$ cat src/rtl/hog_bank_scheduler.sv
// Frame sequencer for the four-bank HOG pixel store: scatters a row-major pixel
// stream into a 2x2 bank interleave, then reads one full pixel quad per cycle.
module hog_bank_scheduler #(
  parameter int RAM_AW = 17,
  parameter int QN     = 8,
  parameter int IMG_W  = 640,
  parameter int IMG_H  = 512,
  parameter int RD_LAT = 2
) (
  input  logic              clk,
  input  logic              rst_n,
  input  logic              start,
  input  logic              ram_busy,
  input  logic              pix_valid,
  input  logic [QN-1:0]     pix_data,
  output logic              pix_ready,
  output logic [3:0]        wea,
  output logic [3:0]        ena,
  output logic [RAM_AW-1:0] wr_addr,
  output logic [QN-1:0]     wr_data,
  output logic              enb,
  output logic [RAM_AW-1:0] rd_addr,
  input  logic              rd_en,
  input  logic [QN-1:0]     db0,
  input  logic [QN-1:0]     db1,
  input  logic [QN-1:0]     db2,
  input  logic [QN-1:0]     db3,
  output logic              q_valid,
  output logic [QN-1:0]     q00,
  output logic [QN-1:0]     q01,
  output logic [QN-1:0]     q10,
  output logic [QN-1:0]     q11,
  output logic [RAM_AW-1:0] q_x,
  output logic [RAM_AW-1:0] q_y,
  output logic              busy,
  output logic              done
);

  typedef enum logic [2:0] {IDLE, WAIT_RDY, WRITE, READ, DRAIN} state_t;

  localparam logic [RAM_AW-1:0] HALF_W   = RAM_AW'(IMG_W / 2);
  localparam logic [RAM_AW-1:0] LAST_COL = RAM_AW'(IMG_W - 1);
  localparam logic [RAM_AW-1:0] LAST_ROW = RAM_AW'(IMG_H - 1);
  localparam logic [RAM_AW-1:0] LAST_QX  = RAM_AW'(IMG_W / 2 - 1);
  localparam logic [RAM_AW-1:0] LAST_QY  = RAM_AW'(IMG_H / 2 - 1);
  localparam int                DW       = $clog2(RD_LAT + 1);
  localparam logic [DW-1:0]     DRAIN_LAST = DW'(RD_LAT);

  state_t            state_reg, state_next;
  logic [RAM_AW-1:0] col_reg, row_reg, qx_reg, qy_reg;
  logic [DW-1:0]     drain_cnt_reg;
  logic [3:0]        strobe_reg;
  logic              accept, last_pix, issue, last_quad;

  assign accept    = pix_valid && pix_ready;
  assign last_pix  = accept && (col_reg == LAST_COL) && (row_reg == LAST_ROW);
  assign issue     = (state_reg == READ) && rd_en;
  assign last_quad = issue && (qx_reg == LAST_QX) && (qy_reg == LAST_QY);

  always_ff @(posedge clk or negedge rst_n) begin
    if (!rst_n) state_reg <= IDLE;
    else        state_reg <= state_next;
  end

  // done is decoded in the last DRAIN cycle so a coincident start is still ignored
  always_comb begin
    state_next = state_reg;
    pix_ready  = 1'b0;
    enb        = 1'b0;
    done       = 1'b0;
    busy       = (state_reg != IDLE);
    case (state_reg)
      IDLE:     if (start) state_next = WAIT_RDY;
      WAIT_RDY: if (!ram_busy) state_next = WRITE;
      WRITE: begin
        pix_ready = 1'b1;
        if (last_pix) state_next = READ;
      end
      READ: begin
        enb = 1'b1;
        if (last_quad) state_next = DRAIN;
      end
      DRAIN: begin
        enb = (drain_cnt_reg < DRAIN_LAST);
        if (drain_cnt_reg == DRAIN_LAST) begin
          done       = 1'b1;
          state_next = IDLE;
        end
      end
      default: state_next = IDLE;
    endcase
  end

  always_ff @(posedge clk or negedge rst_n) begin
    if (!rst_n) begin
      col_reg       <= '0;
      row_reg       <= '0;
      qx_reg        <= '0;
      qy_reg        <= '0;
      drain_cnt_reg <= '0;
      strobe_reg    <= '0;
      wr_addr       <= '0;
      wr_data       <= '0;
      rd_addr       <= '0;
    end else begin
      strobe_reg    <= '0;
      drain_cnt_reg <= (state_reg == DRAIN) ? drain_cnt_reg + DW'(1) : '0;
      if (state_reg == IDLE && start) begin
        col_reg <= '0;
        row_reg <= '0;
        qx_reg  <= '0;
        qy_reg  <= '0;
      end
      if (accept) begin
        strobe_reg <= 4'b0001 << {row_reg[0], col_reg[0]};
        wr_addr    <= ((row_reg >> 1) * HALF_W) + (col_reg >> 1);
        wr_data    <= pix_data;
        if (col_reg == LAST_COL) begin
          col_reg <= '0;
          row_reg <= (row_reg == LAST_ROW) ? '0 : row_reg + 1'b1;
        end else begin
          col_reg <= col_reg + 1'b1;
        end
      end
      if (issue) begin
        rd_addr <= (qy_reg * HALF_W) + qx_reg;
        if (qx_reg == LAST_QX) begin
          qx_reg <= '0;
          qy_reg <= (qy_reg == LAST_QY) ? '0 : qy_reg + 1'b1;
        end else begin
          qx_reg <= qx_reg + 1'b1;
        end
      end
    end
  end

  assign wea = strobe_reg;
  assign ena = strobe_reg;

  // Stage 0 mirrors rd_addr timing; stage RD_LAT lines up with bank data.
  logic              dl_valid [RD_LAT+1];
  logic [RAM_AW-1:0] dl_x     [RD_LAT+1];
  logic [RAM_AW-1:0] dl_y     [RD_LAT+1];

  generate
    for (genvar gi = 0; gi <= RD_LAT; gi++) begin : g_dl
      if (gi == 0) begin : g_head
        always_ff @(posedge clk or negedge rst_n) begin
          if (!rst_n) begin
            dl_valid[gi] <= 1'b0;
            dl_x[gi]     <= '0;
            dl_y[gi]     <= '0;
          end else begin
            dl_valid[gi] <= issue;
            dl_x[gi]     <= qx_reg;
            dl_y[gi]     <= qy_reg;
          end
        end
      end else begin : g_tail
        always_ff @(posedge clk or negedge rst_n) begin
          if (!rst_n) begin
            dl_valid[gi] <= 1'b0;
            dl_x[gi]     <= '0;
            dl_y[gi]     <= '0;
          end else begin
            dl_valid[gi] <= dl_valid[gi-1];
            dl_x[gi]     <= dl_x[gi-1];
            dl_y[gi]     <= dl_y[gi-1];
          end
        end
      end
    end
  endgenerate

  assign q_valid = dl_valid[RD_LAT];
  assign q_x     = dl_x[RD_LAT];
  assign q_y     = dl_y[RD_LAT];
  assign q00     = db0;
  assign q01     = db1;
  assign q10     = db2;
  assign q11     = db3;

endmodule
$ cat config.mk
export PLATFORM = sky130hd
export DESIGN_NAME = hog_bank_scheduler
export DESIGN_NICKNAME = d
export VERILOG_FILES = /design/src/rtl/hog_bank_scheduler.sv
export SDC_FILE = /design/constraint.sdc
export NUM_CORES = 1
export LEC_CHECK = 0
export BUFFER_PORTS_ARGS = -buffer_cell sky130_fd_sc_hd__buf_2
export CAP_MARGIN = 20
export CORE_MARGIN = 2
export CORE_UTILIZATION = 37
export DETAILED_ROUTE_END_ITERATION = 10
export PLACE_DENSITY = 0.66
export SYNTH_ARGS = -nofsm -noshare
export SYNTH_HDL_FRONTEND = slang
export SYNTH_SLANG_ARGS = --single-unit
$ cat constraint.sdc
create_clock -name clk -period 3.5 [get_ports clk]
set_clock_uncertainty 0.1 [all_clocks]
set_input_delay 0.525 -clock clk [delete_from_list [all_inputs] [get_ports clk]]
set_output_delay 0.525 -clock clk [all_outputs]
set_load 0.02 [all_outputs]
# ---- Word-level counts from Yosys, hierarchy flattened
# Cells that the tools add are included.
dict set report totals {
  reg_bits 224
  in_bits 46
  out_inout_bits 121
  elab_cells 81
}
dict set report op_classes {
  add_sub_neg 7
  n_mul 2
  magnitude_cmp 1
  eq_ne 14
  shifts 1
  mux 25
  n_reduce_logical 12
}
# op n
set op_table {}
lappend op_table {{$mux W17} 13}
lappend op_table {{$add A17 B1 Y17 const B} 4}
lappend op_table {{$eq A17 B9 Y1 const B} 2}
lappend op_table {{$add A17 B16 Y17} 1}
lappend op_table {{$add A17 B17 Y17} 1}
lappend op_table {{$eq A17 B10 Y1 const B} 1}
lappend op_table {{$eq A17 B8 Y1 const B} 1}
lappend op_table {{$mul A17 B3 Y11 const B} 1}
lappend op_table {{$mul A16 B3 Y11 const B} 1}
lappend op_table {{$mux W3} 5}
lappend op_table {{$pmux W3 S5} 1}
lappend op_table {{$ne A2 B2 Y1 const B} 5}
lappend op_table {{$logic_and A1 B1 Y1} 7}
lappend op_table {{$eq A3 B2 Y1 const B} 2}
lappend op_table {{$reduce_and A5 Y1} 1}
lappend op_table {{$mux W4} 1}
lappend op_table {{$reduce_bool A2 Y1} 2}
lappend op_table {{$shl A1 B2 Y4 const A} 1}
lappend op_table {{$eq A3 B1 Y1 const B} 1}
lappend op_table {{$eq A3 B3 Y1 const B} 1}
lappend op_table {{$logic_not A3 Y1} 1}
lappend op_table {{$mux W1} 3}
lappend op_table {{$reduce_bool A3 Y1} 1}
lappend op_table {{$add A2 B1 Y2 const B} 1}
lappend op_table {{4 further kinds} 4}

# ---- Longest topological paths before layout
# Gate-level depths: netlist of run 1.
dict set report depth {
  word_depth 7
  ltp_mapped 16
  depth_no_buf 16
}

# ---- Least setup slack after synthesis of run 1
# OpenSTA, ideal clock, no wires.
dict set report synth_timing {
  path_kind {register to register}
  start {reg row_reg[2]}
  end {reg wr_addr[16]}
  setup_ps 136
  t_arrival_ps 3016
  required_ps 3264
  path_slack_ps 248
  stages_incl_launch_ff 15
  path_buffers 0
  period_less_slack_ps 3252
  path_cell_list {dfrtp_1 > ha_1 > ha_1 > fa_1 > a21o_1 > a21oi_1 > o21bai_1 > a21oi_1 > xnor2_1 > ha_1 > or4_1 > o21ai_0 > a21oi_1 > xnor2_1 > o21ai_0}
}
dict set report synth_via {
  elab_chain_cells 2
}
# item line_no
set synth_lines {}
lappend synth_lines {{start, declared} 50} ;# logic [RAM_AW-1:0] col_reg, row_reg, qx_reg, qy_reg;
lappend synth_lines {{start signal, assigned} 120} ;# row_reg <= (row_reg == LAST_ROW) ? '0 : row_reg + 1'b1;
lappend synth_lines {{$mul A16 B3 Y11} 116} ;# wr_addr <= ((row_reg >> 1) * HALF_W) + (col_reg >> 1);
lappend synth_lines {{$add A17 B16 Y17} 116}
lappend synth_lines {{end signal, assigned} 116}
lappend synth_lines {{end, declared} 19} ;# output logic [RAM_AW-1:0] wr_addr,
# No other way between the ends.
# A chain may end at the register's enable or synchronous reset.

# ---- Worst setup path after layout of run 1
dict set report layout_timing {
  start {reg qy_reg[3]}
  end {reg rd_addr[16]}
}
dict set report layout_via {
  elab_chain_cells 2
}
# item line_no
set layout_lines {}
lappend layout_lines {{start, declared} 50}
lappend layout_lines {{start signal, assigned} 129} ;# qy_reg <= (qy_reg == LAST_QY) ? '0 : qy_reg + 1'b1;
lappend layout_lines {{$mul A17 B3 Y11} 126} ;# rd_addr <= (qy_reg * HALF_W) + qx_reg;
lappend layout_lines {{$add A17 B17 Y17} 126}
lappend layout_lines {{end signal, assigned} 126}
lappend layout_lines {{end, declared} 22} ;# output logic [RAM_AW-1:0] rd_addr,
# No other way between the ends.

==> results by group, run 1 <==
Status
  – Status: complete, but fails checks
  – Failing checks: negative hold slack

Final layout
  – ANT cells: 0
  – Layout area overhead: 12.82%
  – Fin nets: 1,163
  – Layout Utilization: 42.52%
  – Share of layout cells above drive strength 1: 16.20%
  – Commonest non-fill, non-tap cells in the layout: dfrtp_1 (223), nand2_1 (130), o21ai_0 (104), buf_2 (101), nor2_1 (60)
  – Final Non-Filler Cells: 1,452
  – Commonest non-fill, non-tap cell in the layout: dfrtp_1
  – Biggest regs: dl_x x34, dl_y x34

Flow run
  – Number of max-cap violations: 0

Global route
  – Initial antenna violation count: 0
  – Vias in the first global route: 7,032
  – Largest net degree at the start of global routing: 125
  – Grt total ovfl: 0
  – First-pass GRT wire length: 35.27 mm
  – GRT Total Usage: 14.67%

Synthesis
  – Mux cell area share after synthesis: 0.3814%
  – Cells taking the most area after synthesis: dfrtp_1 (53%), ha_1 (6.8%), buf_4 (5.0%)
  – Post-Synth XOR/XNOR Area: 2.586%
  – Post-synth ARST share: 100.0%
  – Post-synthesis cell count: 1,014
  – Number of flops mapped to enable cells by yosys: 0
  – Post-synthesis area per instance: 10.35 sq um
  – Netlist cell types: 56
  – Post-synthesis adder-cell area fraction: 7.556%
  – Predominant post-synthesis flop cell: dfrtp_1
  – Syn Nets: 1,121
  – Simple-gate share of the synthesized area: 16.22%
  – Synth Area in Compound Gates: 12.48%
  – Cell taking the most area after synthesis: dfrtp_1
  – Warnings, synthesis: 0
  – Post-synth top area share: 53.39%
  – Main combinational cell family by area after synthesis: simple AND/OR/NAND/NOR gates
  – Synthesized area: 0.01050 sq mm
  – Yosys reg bits: 224
  – Seq/Total Area, Yosys: 53.39%

Die
  – Rows: 61
  – Starting density of the core: 37.69%
  – Die Ht: 172.5 microns
  – Die W: 172.5 microns
  – Total core area: 0.02786 sq mm
  – DIE AREA: 0.02974 sq mm
  – Top Ports: 167

CTS
  – Worst-case clock buffer depth: 3
  – Clock root buffer: clkbuf_16
  – Clock latency at the later pin of the worst-skew pair: 530 ps
  – H-tree Lvls: 1
  – Cts hold-fix bufs: 0
  – CTS tree: done
  – Total CTS buffers: 24
  – Num Clock Sinks: 224
  – Worst-path clk slew: 60 ps

Timing
  – Endpoints failing setup: 0
  – Final critical-path share of the clock period: 94.14%
  – Tmin final: 3295 ps
  – Worst Hold Margin: -14.02 ps
  – Max frequency: 0.3035 GHz
  – Worst Max-Slew Pin Slew: 947.6 ps
  – Hold Vio Cnt, Final: 6
  – Slew Limit Fails: 0
  – Max_slew headroom: 36.60%

Drt
  – Final ANT Viol Nets: 0
  – DRT Pass-1 Iters: 5
  – Via-per-instance ratio: 5.030
  – Detailed Route WL: 21.76 mm
  – Detailed Route Iter0 Violations: 449
  – Residual DRC count: 0
  – Post-DR wirelength/cell: 14.99 microns
  – Via count: 7,304

Placement
  – Number of port buffers: 102
  – Inst Count DP: 1,407
  – GP Congestion: 0.8229
  – DP Wirelength: 15.20 mm

Pwr
  – Seq pwr share: 44.6%
  – Internal power: 4.703 mW
  – Static leakage: 6.011 nW
  – Total power draw: 6.606 mW
  – Combinational share of power: 15.8%
  – Sw frac: 28.80%
  – Worst vdd ir: 0.2999 mV
  – PwrDens: 557.7 mW/mm^2
  – Clock Power Share: 39.6%
  – NetSw: 1.902 mW

Min path
  – Hold crit path type: input pin to async pin

Setup path
  – Nature of the critical path startpoint: flip-flop
  – Worst Path Arrival: 3610 ps
  – Setup CP Type: flip-flop to flip-flop
  – Crit path capture type: flip-flop
  – CP Max Fanout: 9
  – Worst-case reg-to-reg path depth: 16
  – Worst EP required: 3820 ps
-- worst paths after layout --
kind / from / end / slack [ps]
max reg2reg: qy_reg[3] / rd_addr[16] / 210
max in group asynchronous: rst_n / q_y[0] / 2510
min: rst_n / wr_addr[6] / -10
min reg2reg: dl_y[36] / dl_y[19] / 230
min in group clk: pix_data[0] / wr_data[0] / 80
max: qy_reg[3] / rd_addr[16] / 210
-- critical path: stages (launching register included) --
cell,delay [ps]
dfrtp_2,460
ha_1,290
ha_1,150
inv_1,50
fa_1,400
nor2b_1,120
o21ai_0,100
a21oi_1,190
o21a_1,130
nor2_1,40
xnor2_1,130
ha_1,340
and3_1,170
o211ai_1,110
nor4b_2,180
mux2i_1,140
nand3_1,90
-- Yosys cell counts (8+ instances only) --
master,count
o21ai_0,104
nor4_1,10
a21o_1,13
o21a_1,8
o41ai_1,10
inv_1,25
nor3_1,20
nand2_1,130
xnor2_1,22
nand3_1,24
o31ai_1,14
nor2b_1,9
dfrtp_1,224
nand4_1,15
nor2_1,60
and3_1,26
clkbuf_1,23
a21oi_1,21
xor2_1,9
buf_2,8
ha_1,57
a31oi_1,12
buf_4,70
nand2b_1,13
-- stage by stage --
step                      hold slack (ps)  setup WS (ps)  cell area, sq um  setup TNS [ps]
after floorplan                     129.4          248.2             10500               0
after global placement              232.5          138.4             10980               0
after detailed placement            234.7          41.57             10980               0
after CTS                           30.17          6.027             11820               0
after global routing                42.40         -17.18             11850          -17.18
final                              -14.02          205.2             11850               0
-- power groups by stage --
stage	clock (mW)	sequential [mW]	combinational, mW
floorplan	0	3.06	0.668
global placement	0	2.98	1.03
detailed placement	0	3.00	1.05
CTS	2.70	2.95	1.05
global route	2.81	2.98	1.18
finish	2.62	2.95	1.04
-- layout make-up --
| type | count | area [sq um] |
|---|---|---|
| sequential | 224 | 5607 |
| clock inverter | 12 | 171.4 |
| clock buffer | 32 | 670.6 |
| tap | 378 | 473.0 |
| fill | 2664 | 16010 |
| timing repair buffer | 121 | 688.2 |
| multi-input combinational | 660 | 4141 |
| inverter | 25 | 93.84 |
-- logic make-up (layout without fill, tap and decap cells) --
group / after synthesis / count (layout)
and+or+nand+nor: 349 / 349
adders and majority gates: 61 / 61
DFF: 224 / 224
AOI/OAI and AO/OA: 215 / 215
buffers and inverters: 130 / 190
xor gates and xnor gates: 31 / 31
muxes: 4 / 4
-- metal layers --
layer	GRT usage (%)	share of wire [%]	wire (microns)
met5	0	0	0
met4	4.092	1.6	355
met3	2.541	5.4	1177
met2	24.68	47	10310
met1	19.52	46	9920
-- repair_timing --
| item | 4_1_cts | 5_1_grt |
|---|---|---|
| setup buffers | 0 | 1 |
| setup endpoints to repair | 0 | 2 |
| gates resized for setup | 0 | 6 |
Power figures use the tool's default switching activity.
==> inputs of run 2 (changes only) <==
--- a/config.mk
+++ b/config.mk
@@ -7,7 +7,6 @@
 export LEC_CHECK = 0
 export BUFFER_PORTS_ARGS = -buffer_cell sky130_fd_sc_hd__buf_2
 export CAP_MARGIN = 20
-export CORE_MARGIN = 2
 export CORE_UTILIZATION = 37
 export DETAILED_ROUTE_END_ITERATION = 10
 export PLACE_DENSITY = 0.66
==> run 2 against run 1 <==
Compared with the run above: the flow now finishes without violations; maximum frequency rose by 0.42%; clock-buffer cell count fell by 2; routed wire length fell by 2.3%; largest cell class unchanged; largest power group unchanged; highest routed layer unchanged.
==> results by group, run 2 (synthesis results as in run 1) <==
Global route
  – Grt met1 use: 19.68% (+0.17 points)
  – Grt total ovfl: 0 (unchanged)
  – Met2 usage: 25.02% (+0.34 points)
  – GR peak layer: met2
  – Vias in the first global route: 7,184 (+2.2%)
  – Largest net degree at the start of global routing: 91 (-27%)
  – GRT Total Usage: 15.07% (+0.39 points)
  – Grt met3 use: 2.628% (+0.087 points)
  – Initial antenna violation count: 0 (unchanged)
  – First-pass GRT wire length: 35.40 mm (+0.37%)

Die
  – Die Ht: 170.5 microns (-1.2%)
  – Rows: 61 (unchanged)
  – Starting density of the core: 37.69% (unchanged)
  – Total core area: 0.02786 sq mm (unchanged)
  – Die W: 170.5 microns (-1.2%)
  – Top Ports: 167 (unchanged)
  – DIE AREA: 0.02905 sq mm (-2.3%)

CTS
  – Total CTS buffers: 24 (unchanged)
  – Worst-path clk slew: 60 ps (about the same)
  – Clock latency at the later pin of the worst-skew pair: 530 ps (about the same)
  – Num Clock Sinks: 224 (unchanged)
  – H-tree Lvls: 1 (unchanged)
  – Worst-case clock buffer depth: 3 (unchanged)
  – CTS tree: done
  – Clock root buffer: clkbuf_16

Final layout
  – Commonest non-fill, non-tap cell in the layout: dfrtp_1
  – FILL cells: 2,618 (-1.7%)
  – Biggest regs: dl_x x34, dl_y x34
  – Commonest non-fill, non-tap cells in the layout: dfrtp_1 (222), nand2_1 (130), o21ai_0 (102), buf_2 (101), nor2_1 (60)
  – Register area: 0.005608 sq mm (about the same)
  – Fin nets: 1,166 (+0.26%)
  – Final Non-Filler Cells: 1,454 (+0.14%)
  – ANT cells: 0 (unchanged)
  – Share of layout cells above drive strength 1: 16.64% (+0.43 points)
  – Multi-input gate area: 0.004153 sq mm (+0.27%)
  – Layout area overhead: 13.51%
  – Layout Utilization: 42.78% (+0.26 points)

Timing
  – Max frequency: 0.3048 GHz (+0.42%)
  – Worst Max-Slew Pin Slew: 937.2 ps (-10.33 ps)
  – Max_slew headroom: 37.29% (+0.69 points)
  – RSZ-0062 raised after global routing: yes
  – Slew Limit Fails: 0 (unchanged)
  – Final critical-path share of the clock period: 93.75% (-0.39 points)
  – Tmin final: 3281 ps (-13.70 ps)
  – Worst Hold Margin: 82.39 ps (+96.41 ps)
  – Final WS setup: 218.9 ps (+13.70 ps)
  – Hold Vio Cnt, Final: 0 (-6)
  – Final setup TNS: 0 ps (unchanged)
  – Endpoints failing setup: 0 (unchanged)

Flow run
  – Number of max-cap violations: 0 (unchanged)

Pwr
  – Combinational share of power: 15.5% (-0.3 points)
  – Seq pwr share: 43.8% (-0.8 points)
  – Internal power: 4.840 mW (+2.9%)
  – NetSw: 1.892 mW (-0.52%)
  – Clock Power Share: 40.7% (+1.1 points)
  – Worst vdd ir: 0.3089 mV (+3.0%)
  – PwrDens: 564.9 mW/mm^2 (+1.3%)
  – Static leakage: 6.040 nW (+0.48%)
  – Sw frac: 28.11% (-0.69 points)

Min path
  – Hold crit path type: input pin to flip-flop
  – Hold path depth: 3

Setup path
  – CP Max Fanout: 3 (-6)
  – Nature of the critical path startpoint: flip-flop
  – Slowest cell on the critical path: or4_1
  – Setup CP Type: flip-flop to flip-flop
  – Worst Path Arrival: 3560 ps (-50 ps)
  – Critical path's largest stage delay: 490 ps (+30 ps)
  – Crit-path cells: ha_1, ha_2, fa_2, a21o_1, a21oi_2, o21bai_1, a21oi_1, xnor2_1, ha_2, or4_1, o21ai_1, a21oi_1, xnor2_1, o21ai_1
  – Worst EP required: 3770 ps (-50 ps)
  – Crit path capture type: flip-flop
  – Worst-case reg-to-reg path depth: 14 (-2)

Drt
  – Via count: 7,264 (-0.55%)
  – DRT Pass-1 Iters: 4 (-1)
  – Final ANT Viol Nets: 0 (unchanged)
  – Detailed Route WL: 21.26 mm (-2.3%)
  – Post-DR wirelength/cell: 14.62 microns (-2.4%)
  – Residual DRC count: 0 (unchanged)
  – Via-per-instance ratio: 4.996 (-0.68%)
  – Detailed Route Iter0 Violations: 451 (+0.45%)

Placement
  – Number of port buffers: 102 (unchanged)
  – GP Congestion: 0.8590 (+4.4%)
  – DP Wirelength: 14.87 mm (-2.2%)
  – Dpl ws: 90.46 ps (+48.89 ps)
  – Inst Count DP: 1,408 (+0.071%)

Status
  – Status: finished clean
run 2: cell count changes in the layout (fill, tap and decap cells not counted), sizes merged:
cell,previous run,this run
bufinv,3,5
clkinvlp,3,2
dlygate4sd3,0,1
buf,121,123
clkbuf,32,30
run 2: timing repair:
action / CTS / global route
hold endpoints to repair: 87 / 0
hold buffers: 1 / 0
setup endpoints to repair: 0 / 2
gates resized for setup: 0 / 10
buffers inserted: 0 / 2
run 2: final cells by class:
class | count | area share (%)
clock buffer | 30 | 5.564
clock inverter | 13 | 1.795
inverter | 25 | 0.7874
multi-input combinational | 660 | 34.85
sequential | 224 | 47.06
tap | 378 | 3.969
timing repair buffer | 124 | 5.984
run 2: critical path: cells and delay by family, from the launching register on:
| family | cells | cell delay, ps |
|---|---|---|
| adders and majority gates | 4 | 1040 |
| DFF | 1 | 380 |
| AOI/OAI and AO/OA | 7 | 840 |
| and+or+nand+nor | 1 | 490 |
| xor gates and xnor gates | 2 | 280 |
run 2: worst paths after layout:
check	from	end	slack, ps
setup / recovery	row_reg[2]	wr_addr[16]	220
hold / removal	pix_data[4]	wr_data[4]	80
setup reg to reg	row_reg[2]	wr_addr[16]	220
hold reg to reg	dl_x[22]	q_x[5]	240
max in group asynchronous	rst_n	q_y[8]	2010
min in group asynchronous	rst_n	wr_addr[2]	470
run 2: metal layers:
metal | vias to the layer above | wire, microns
met5 | - | 0
met4 | 0 | 424
met3 | 35 | 927
met2 | 132 | 9976
met1 | 3525 | 9935
li1 | 3572 | -
run 2: power groups by stage:
stage	Combinational, mW	Clock (mW)	Sequential (mW)
after floorplan	0.668	0	3.06
after global placement	1.03	0	2.99
after detailed placement	1.05	0	3.00
after CTS	1.05	2.83	2.95
after global routing	1.17	2.93	2.98
final	1.04	2.74	2.95
run 2: stage by stage:
step / cell area [sq um] / total power, mW
2_1_floorplan: 10500 / 3.726
3_3_place_gp: 10980 / 4.017
3_5_place_dp: 10980 / 4.044
4_1_cts: 11870 / 6.828
5_1_grt: 11920 / 7.083
6_report: 11920 / 6.733
